File: src/rtl/gate_vector_sequencer_pkg.sv
// Shared definitions for the exhaustive gate self-test sequencer:
// op encodings, FSM states and the reference reduction function.
package gate_vector_sequencer_pkg;

  localparam logic [2:0] OP_AND         = 3'd0;
  localparam logic [2:0] OP_OR          = 3'd1;
  localparam logic [2:0] OP_NAND        = 3'd2;
  localparam logic [2:0] OP_NOR         = 3'd3;
  localparam logic [2:0] OP_XOR         = 3'd4;
  localparam logic [2:0] OP_XNOR        = 3'd5;
  localparam logic [2:0] OP_ILLEGAL_MIN = 3'd6;

  typedef enum logic [2:0] {
    ST_IDLE  = 3'd0,
    ST_APPLY = 3'd1,
    ST_WAIT  = 3'd2,
    ST_CHECK = 3'd3,
    ST_DONE  = 3'd4
  } state_e;

  // Reference reduction of the low n_in bits of vec. Unused upper bits are
  // padded with ones for AND-type reductions and zeros for OR/XOR-type ones,
  // so any gate width 1..8 shares one 8-bit implementation.
  function automatic logic gate_expected(input logic [2:0] op,
                                         input logic [7:0] vec,
                                         input int         n_in);
    logic [7:0] mask;
    logic       and_v;
    logic       or_v;
    logic       xor_v;
    mask  = 8'hFF >> (8 - n_in);
    and_v = &(vec | ~mask);
    or_v  = |(vec & mask);
    xor_v = ^(vec & mask);
    case (op)
      OP_AND:  gate_expected = and_v;
      OP_OR:   gate_expected = or_v;
      OP_NAND: gate_expected = ~and_v;
      OP_NOR:  gate_expected = ~or_v;
      OP_XOR:  gate_expected = xor_v;
      OP_XNOR: gate_expected = ~xor_v;
      default: gate_expected = 1'b0;
    endcase
  endfunction

endpackage

File: src/rtl/gate_ref_model.sv
// Combinational expected-value generator: reduction of the applied vector
// according to the latched op.
module gate_ref_model
  import gate_vector_sequencer_pkg::*;
#(
  parameter int N_IN = 2
) (
  input  logic [2:0]      i_op,
  input  logic [N_IN-1:0] i_vec,
  output logic            o_y_exp
);

  logic [7:0] w_vec8;

  assign w_vec8 = 8'(i_vec);

  // Expected gate output for the vector currently on the bus
  always_comb begin
    o_y_exp = 1'b0;
    o_y_exp = gate_expected(i_op, w_vec8, N_IN);
  end

endmodule

File: src/rtl/gate_vector_sequencer.sv
// Exhaustive self-test sequencer for an N_IN-input combinational gate:
// applies every vector, waits SETTLE cycles, compares the gate output with
// the reference reduction and reports mismatch count, first failing vector
// and pass/fail.
module gate_vector_sequencer
  import gate_vector_sequencer_pkg::*;
#(
  parameter int N_IN   = 2,
  parameter int SETTLE = 1
) (
  input  logic            i_clk,
  input  logic            i_rst,
  input  logic            i_start,
  input  logic [2:0]      i_op,
  output logic [N_IN-1:0] o_vec,
  input  logic            i_dut_y,
  output logic            o_busy,
  output logic            o_chk_valid,
  output logic            o_chk_fail,
  output logic            o_done,
  output logic            o_pass,
  output logic [N_IN:0]   o_err_count,
  output logic [N_IN-1:0] o_first_fail
);

  localparam int              ERR_W       = N_IN + 1;
  localparam logic [N_IN-1:0] VEC_LAST    = '1;
  localparam logic [N_IN-1:0] VEC_ONE     = N_IN'(1);
  localparam logic [ERR_W-1:0] ERR_ONE    = ERR_W'(1);
  // Last value the settle counter reaches before leaving WAIT
  localparam logic [3:0]      SETTLE_LAST = (SETTLE > 0) ? 4'(SETTLE - 1) : 4'd0;

  state_e           r_state;
  logic [2:0]       r_op;
  logic [3:0]       r_cnt;
  logic [N_IN-1:0]  r_vec;
  logic             r_busy;
  logic             r_chk_valid;
  logic             r_chk_fail;
  logic             r_done;
  logic             r_pass;
  logic [ERR_W-1:0] r_err_count;
  logic [N_IN-1:0]  r_first_fail;

  logic             w_y_exp;
  logic             w_mismatch;

  gate_ref_model #(
    .N_IN (N_IN)
  ) u_ref (
    .i_op    (r_op),
    .i_vec   (r_vec),
    .o_y_exp (w_y_exp)
  );

  // dut_y only matters in CHECK; elsewhere this value is ignored
  assign w_mismatch = (i_dut_y != w_y_exp);

  // Sequencer FSM with all result registers; reset abandons any run
  always_ff @(posedge i_clk) begin
    if (i_rst) begin
      r_state      <= ST_IDLE;
      r_op         <= 3'd0;
      r_cnt        <= 4'd0;
      r_vec        <= '0;
      r_busy       <= 1'b0;
      r_chk_valid  <= 1'b0;
      r_chk_fail   <= 1'b0;
      r_done       <= 1'b0;
      r_pass       <= 1'b0;
      r_err_count  <= '0;
      r_first_fail <= '0;
    end else begin
      r_chk_valid <= 1'b0;
      r_chk_fail  <= 1'b0;
      case (r_state)
        ST_IDLE, ST_DONE: begin
          if (i_start) begin
            r_op         <= i_op;
            r_err_count  <= '0;
            r_first_fail <= '0;
            r_pass       <= 1'b0;
            r_vec        <= '0;
            if (i_op >= OP_ILLEGAL_MIN) begin
              // Illegal op: report failure at once, no vectors applied
              r_state <= ST_DONE;
              r_done  <= 1'b1;
              r_busy  <= 1'b0;
            end else begin
              r_state <= ST_APPLY;
              r_done  <= 1'b0;
              r_busy  <= 1'b1;
            end
          end
        end
        ST_APPLY: begin
          r_cnt   <= 4'd0;
          r_state <= (SETTLE > 0) ? ST_WAIT : ST_CHECK;
        end
        ST_WAIT: begin
          r_cnt <= r_cnt + 4'd1;
          if (r_cnt == SETTLE_LAST) begin
            r_state <= ST_CHECK;
          end
        end
        ST_CHECK: begin
          r_chk_valid <= 1'b1;
          r_chk_fail  <= w_mismatch;
          if (w_mismatch) begin
            r_err_count <= r_err_count + ERR_ONE;
            if (r_err_count == '0) begin
              r_first_fail <= r_vec;
            end
          end
          // Terminal test precedes increment so vec holds all-ones in DONE
          if (r_vec == VEC_LAST) begin
            r_state <= ST_DONE;
            r_done  <= 1'b1;
            r_busy  <= 1'b0;
            r_pass  <= (r_err_count == '0) && !w_mismatch;
          end else begin
            r_vec   <= r_vec + VEC_ONE;
            r_state <= ST_APPLY;
          end
        end
        default: begin
          r_state <= ST_IDLE;
        end
      endcase
    end
  end

  assign o_vec        = r_vec;
  assign o_busy       = r_busy;
  assign o_chk_valid  = r_chk_valid;
  assign o_chk_fail   = r_chk_fail;
  assign o_done       = r_done;
  assign o_pass       = r_pass;
  assign o_err_count  = r_err_count;
  assign o_first_fail = r_first_fail;

endmodule

File: config.mk
export PLATFORM = sky130hd
export DESIGN_NAME = gate_vector_sequencer
export DESIGN_NICKNAME = d
export VERILOG_FILES = /design/src/rtl/gate_vector_sequencer_pkg.sv /design/src/rtl/gate_ref_model.sv /design/src/rtl/gate_vector_sequencer.sv
export SDC_FILE = /design/constraint.sdc
export NUM_CORES = 1
export LEC_CHECK = 0
export CAP_MARGIN = 0
export CORE_AREA = 10 10 58 60
export DETAILED_ROUTE_END_ITERATION = 8
export DIE_AREA = 0 0 68 70
export PLACE_DENSITY = 0.79
export SLEW_MARGIN = 20
export SYNTH_ARGS = -nofsm -noshare
export SYNTH_HDL_FRONTEND = slang
export SYNTH_SLANG_ARGS = --single-unit
File: constraint.sdc
create_clock -name i_clk -period 5.9 [get_ports i_clk]
set_clock_uncertainty 0.15 [all_clocks]
set_input_delay 0.59 -clock i_clk [delete_from_list [all_inputs] [get_ports i_clk]]
set_output_delay 0.59 -clock i_clk [all_outputs]
set_load 0.02 [all_outputs]
==> results of run 1 <==
## routing by layer
layer	track usage	share of wire	vias to the layer above
li1	-	-	529
met1	0.135	0.45	482
met2	0.177	0.49	21
met3	0.0287	0.041	4
met4	0.0470	0.019	0
met5	0	0	-
## cell usage in the layout, fill, tap and decap left out, types with 3 or more instances in the layout
cell,n
a21oi_1,15
clkbuf_4,3
clkdlybuf4s50_1,18
dfxtp_1,22
ha_1,6
inv_1,8
mux2i_1,3
nand2_1,21
nor2_1,15
nor3_1,4
o21ai_0,5
## stage by stage
| step | area, um2 | hold slack [ns] | utilization |
|---|---|---|---|
| 6_report | 1400 | 0.323 | 0.596 |
| 3_5_place_dp | 1360 | 0.310 | 0.579 |
| 2_1_floorplan | 1170 | 0.315 | - |
| 4_1_cts | 1390 | 0.328 | 0.594 |
| 3_3_place_gp | 1360 | 0.295 | 0.579 |
| 5_1_grt | 1400 | 0.349 | 0.596 |
## flip-flops by register name, summed over array words and instances (netlist names)
name,cells
o_busy,1
o_chk_fail,1
o_chk_valid,1
o_done,1
o_err_count,3
o_first_fail,2
o_pass,1
o_vec,2
r_cnt,4
r_op,3
r_state,3
## critical path: cells and delay by family
family,cells,cell delay (ns)
simple gates,3,1.40
compound gates,2,0.13
buf+inv,1,0.59
## power groups by stage
stage          clock [uW]  combinational, uW  sequential [uW]
2_1_floorplan           0               65.5              174
3_3_place_gp            0               77.1              181
3_5_place_dp            0               79.0              182
4_1_cts              85.8               79.5              178
5_1_grt              92.1               89.1              182
6_report             82.9               79.6              179
## logic make-up after synthesis
logic type | Yosys count
AOI/OAI and AO/OA | 33
buffers and inverters | 16
muxes | 4
DFF | 22
and+or+nand+nor | 60
xor gates and xnor gates | 2
adders and majority gates | 6
## worst max-delay path by stage
stage          depth (start not counted)              to  slack (ns)  startpoint
2_1_floorplan                          8  o_err_count[1]        3.39    o_vec[0]
3_3_place_gp                           6          o_pass        2.98     i_start
3_5_place_dp                           6          o_pass        2.91     i_start
4_1_cts                                6          o_pass        3.20     i_start
5_1_grt                                6  o_err_count[1]        3.16     i_dut_y
6_report                               6  o_err_count[1]        3.25     i_dut_y
## layout make-up
cell class                 instances  area [um2]  area share
multi-input combinational        105         672       0.481
clock buffer                       4        36.3      0.0260
inverter                           8        30.0      0.0215
timing repair buffer              18         180       0.129
sequential                        22         440       0.315
tap                               30        37.5      0.0269
==> metrics.txt, run 1 <==
Tot GR Track Use 0.111; synth top area cells dfxtp_1 (38%), nand2_1 (6.7%), a21oi_1 (6.4%); row cnt 18; die width 68 um; XOR/XNOR Fraction of Synth Area 0.0150; worst path required time 5.96 ns; final worst slack 3.25 ns; mux contribution to synthesized area 0.0353; reg2reg end o_err_count[1]; hold crit path type reg -> reg; cell taking the most area after synthesis dfxtp_1; vias in the first global route 969; final hold violations 0; TritonCTS clock tree built; Root Buffer clkbuf_4; Routed wire per std cell 13.5 um; die height 70 um; most used cell, CP or4b_1; Num CTS Buffers 3; ANT cells 0; Leak 0.000504 uW; Fill cells 206; clock share of power 0.243; Critical Path Max Stage Delay 0.71 ns; mapped cell area 1170 um2; Post-Synth Adder-Cell Area 0.0642; Sequential Power Share 0.524; 1st-iter DRT viols 67; Syn. warnings 0; final worst path period need 2.65 ns; Resized cells post-CTS 0; initial core utilization 0.499; Slew Viols, Final 0; drt total wl 2530 um; syn nets 156; critical path class in -> reg; Worst setup EP type register; critical path arrival 2.71 ns; async set-reset flop share out of synthesis 0; Reg2Reg Depth 7; Cells after DPL 183; Yosys top cell area share 0.377; pwr dens 245 nW/um2; Core Region 2340 um2; drc violations 0; Hold Crit Endpoint o_first_fail[1]; Ports 19; commonest cells in the netlist dfxtp_1 (22), nand2_1 (21), a21oi_1 (15), nor2_1 (15), inv_1 (8); global placement routability congestion 0.806; Synth Area in Simple Gates 0.277; Vias 1,036; Synth Flop Type dfxtp_1; IO buf count 18; Final Non-Filler Cells 187; Avg Vias per Cell 5.54; first-pass GRT wire length 4280 um; Place WS 2.91 ns; worst-path cell with the longest stage delay or4b_1; placed wire-length estimate 1870 um; FF+latch count, synth 22; Peak VDD IR 0.166 mV; Synth Area in Compound Gates 0.179; Unique masters post-synth 39; post-synthesis sequential area ratio 0.377; P&R area growth vs syn 19.5%; pin count of the biggest net entering global routing 24; Tcrit/Tclk final 0.450; Clock Path Buffers 2; CTS Hold Buffers Added 0; Internal 233 uW; clk_lat worst skew 0.31 ns; startpoint types primary input; RSZ-0062 raised after global routing false; fmax 377 MHz; P_sw 108 uW; status finished clean; Nets 171; hold_sp o_first_fail[1]; switching share of power 0.317; Hold Crit Depth 2; initial antenna violation count 0; largest family of logic cells by synthesized area simple AND/OR/NAND/NOR gates; Worst-Margin Slew 0.769 ns; setup bufs post-CTS 0; H-tree Lvls 1; reg2reg setup slack 3.29 ns; drt pass-1 iters 4; grt ovf 0; Gate power share 0.233; die area 4760 um2; worst path cell trace clkdlybuf4s50_1, or3_2, a211oi_1, or4b_1, or4b_1, o41ai_1; share of post-route cells with drive strength above 1 0.0764; Syn Area/Cell 8.17 um2; Post-DRT Antenna Nets 0; Cells after Synth 143; clock sink total 22; Sum Neg Setup Slack 0 ns; Post-synth EDFFs 0; Worst Path Max Fanout 9; count leader, synth dfxtp_1; final setup violation count 0; max-capacitance violation count 0; max_slew headroom 0.486; Design Power 342 uW; Reg clk slew, reported paths 0.12 ns; FF-to-FF Start o_vec[0]
No activity file was read; power rests on OpenSTA's default activity.
==> run 2, diff against run 1 <==
- CORE_AREA: 10 10 58 60 -> 10 10 61 63
- DIE_AREA: 0 0 68 70 -> 0 0 71 73
- PLACE_DENSITY: 0.79 -> 0.74
- clock period: 5.9 -> 2.3 ns (I/O delays scaled with it)
==> run 2 against run 1 <==
Against the previous run:
- register-to-register slack got worse by 3.2 ns
- via count increased by 3.6%
- combinational power increased to 3.5 times the previous value
- final area increased by 11%
- largest cell class unchanged
- hold slack got worse by 0.011 ns
- critical path depth increased by 1
- global-route usage increased by 0.16 points
- sequential share of layout area decreased by 2.5 points
- setup slack got worse by 3.2 ns
- sequential power increased by 140%
==> metrics.txt, run 2 (synthesis gave the netlist of run 1 again) <==
status finished clean (unchanged); hold_sp i_op[0] (was o_first_fail[1]); Met1 Wirelength 1270 um (was 1130 um); H-tree Lvls 1 (unchanged); drt total wl 2850 um (was 2530 um); die area 5180 um2 (was 4760 um2); vias in the first global route 1,105 (was 969); row cnt 19 (was 18); share of post-route cells with drive strength above 1 0.189 (was 0.0764); pin count of the biggest net entering global routing 23 (was 24); pwr dens 656 nW/um2 (was 245 nW/um2); first-pass GRT wire length 4860 um (was 4280 um); die width 71 um (was 68 um); worst path required time 2.39 ns (was 5.96 ns); 1st-iter DRT viols 44 (was 67); clock sink total 22 (unchanged); Clock Path Buffers 2 (unchanged); Vias 1,073 (was 1,036); critical path arrival 2.35 ns (was 2.71 ns); startpoint types register (was primary input); Design Power 1010 uW (was 342 uW); hold crit path type in -> reg (was reg -> reg); Biggest register r_cnt (unchanged); final setup violation count 0 (unchanged); routed length on met3 118 um (was 104 um); final worst slack 0.0407 ns (was 3.25 ns); critical path class reg -> reg (was in -> reg); Tcrit/Tclk final 0.982; Final Non-Filler Cells 200 (was 187); initial core utilization 0.447 (was 0.499); FF-to-FF Start o_vec[1] (was o_vec[0]); Hold Crit Depth 3 (was 2); Worst-Margin Slew 0.300 ns (was 0.769 ns); commonest non-fill, non-tap cell in the layout nand2_1 (was dfxtp_1); Root Buffer clkbuf_4 (unchanged); Slew Viols, Final 0 (unchanged); grt ovf 0 (unchanged); Sum Neg Setup Slack 0 ns (unchanged); clk_lat worst skew 0.32 ns (was 0.31 ns); Tot GR Track Use 0.113 (was 0.111); drt pass-1 iters 4 (unchanged); final worst path period need 2.26 ns; Place WS -0.249 ns (was 2.91 ns); Post-DRT Antenna Nets 0 (unchanged); Cells after DPL 195 (was 183); final hold violations 0 (unchanged); P&R area growth vs syn 32.1% (was 19.5%); reg2reg end o_err_count[1] (unchanged); Nets 183 (was 171); most frequent cells in the layout nand2_1 (21), dfxtp_1 (20), clkdlybuf4s50_1 (18) (was dfxtp_1 (22), nand2_1 (21), clkdlybuf4s50_1 (18)); Num CTS Buffers 3 (unchanged); initial antenna violation count 0 (unchanged); Worst Path Max Fanout 6 (was 9); IO buf count 18 (unchanged); hold_ws 0.312 ns (was 0.323 ns); Hold Crit Endpoint r_op[0] (was o_first_fail[1]); TritonCTS clock tree built (unchanged); ANT cells 0 (unchanged); Top Layer Used met4 (unchanged); fmax 443 MHz; die height 73 um (was 70 um); Core Region 2620 um2 (was 2340 um2); max reg flops 4 (unchanged); max-capacitance violation count 0 (unchanged); max_slew headroom 0.797 (was 0.486); Ports 19 (unchanged); reg2reg setup slack 0.04 ns (was 3.29 ns); Avg Vias per Cell 5.37 (was 5.54); Peak VDD IR 0.519 mV (was 0.166 mV); global placement routability congestion 0.765 (was 0.806); Reg clk slew, reported paths 0.13 ns (was 0.12 ns); placed wire-length estimate 2140 um (was 1870 um); Worst setup EP type register (unchanged); DR WL met2 1420 um (was 1250 um); Leak 0.000581 uW (was 0.000504 uW); drc violations 0 (unchanged); Reg2Reg Depth 7 (unchanged); Routed wire per std cell 14.2 um (was 13.5 um)
==> run 2: worst max-delay path by stage <==
stage | startpoint | end | cells past startpoint
floorplan | o_vec[1] | o_err_count[1] | 8
global placement | i_dut_y | o_err_count[1] | 6
finish | o_vec[1] | o_err_count[1] | 7
CTS | o_vec[1] | o_err_count[2] | 7
global route | o_vec[1] | o_err_count[1] | 7
detailed placement | i_dut_y | o_err_count[2] | 6
==> run 2: report_power, final <==
group	switching [uW]	leakage, uW	internal [uW]	total (uW)
combinational	151	0.000373	126	278
sequential	24.0	0.000180	407	431
clock	128	0.0000279	176	304
total	303	0.000581	709	1010
==> run 2: layout make-up <==
type	count	area, um2
Timing Repair Buffer	30	270
Sequential cell	22	448
Clock buffer	3	22.5
Inverter	8	32.5
Clock inverter	1	30.0
Tap cell	31	38.8
Multi-Input combinational cell	105	702
Fill cell	240	1070
==> run 2: per-layer routing <==
layer | global-route usage | vias up
met4 | 0.0495 | 0
li1 | - | 550
met3 | 0.0272 | 4
met1 | 0.129 | 499
met2 | 0.195 | 20
met5 | 0 | -
==> run 2: through the flow <==
| stage | util | cell area (um2) |
|---|---|---|
| floorplan | - | 1200 |
| global placement | 0.562 | 1470 |
| global route | 0.590 | 1540 |
| finish | 0.590 | 1540 |
| detailed placement | 0.562 | 1470 |
| CTS | 0.583 | 1530 |
==> run 2: worst max-delay path, stage by stage (launching register included) <==
cell	delay [ns]
dfxtp_4	0.39
inv_4	0.04
ha_4	0.24
xnor2_2	0.13
mux2i_1	0.12
or4b_4	0.55
or4b_4	0.50
o41ai_2	0.06
==> run 2: timing repair <==
action / 4_1_cts / 5_1_grt
pin swaps: 0 / 3
hold buffers: 0 / 0
resized for setup: 1 / 2
setup endpoints to repair: 4 / 4
setup buffers: 0 / 1
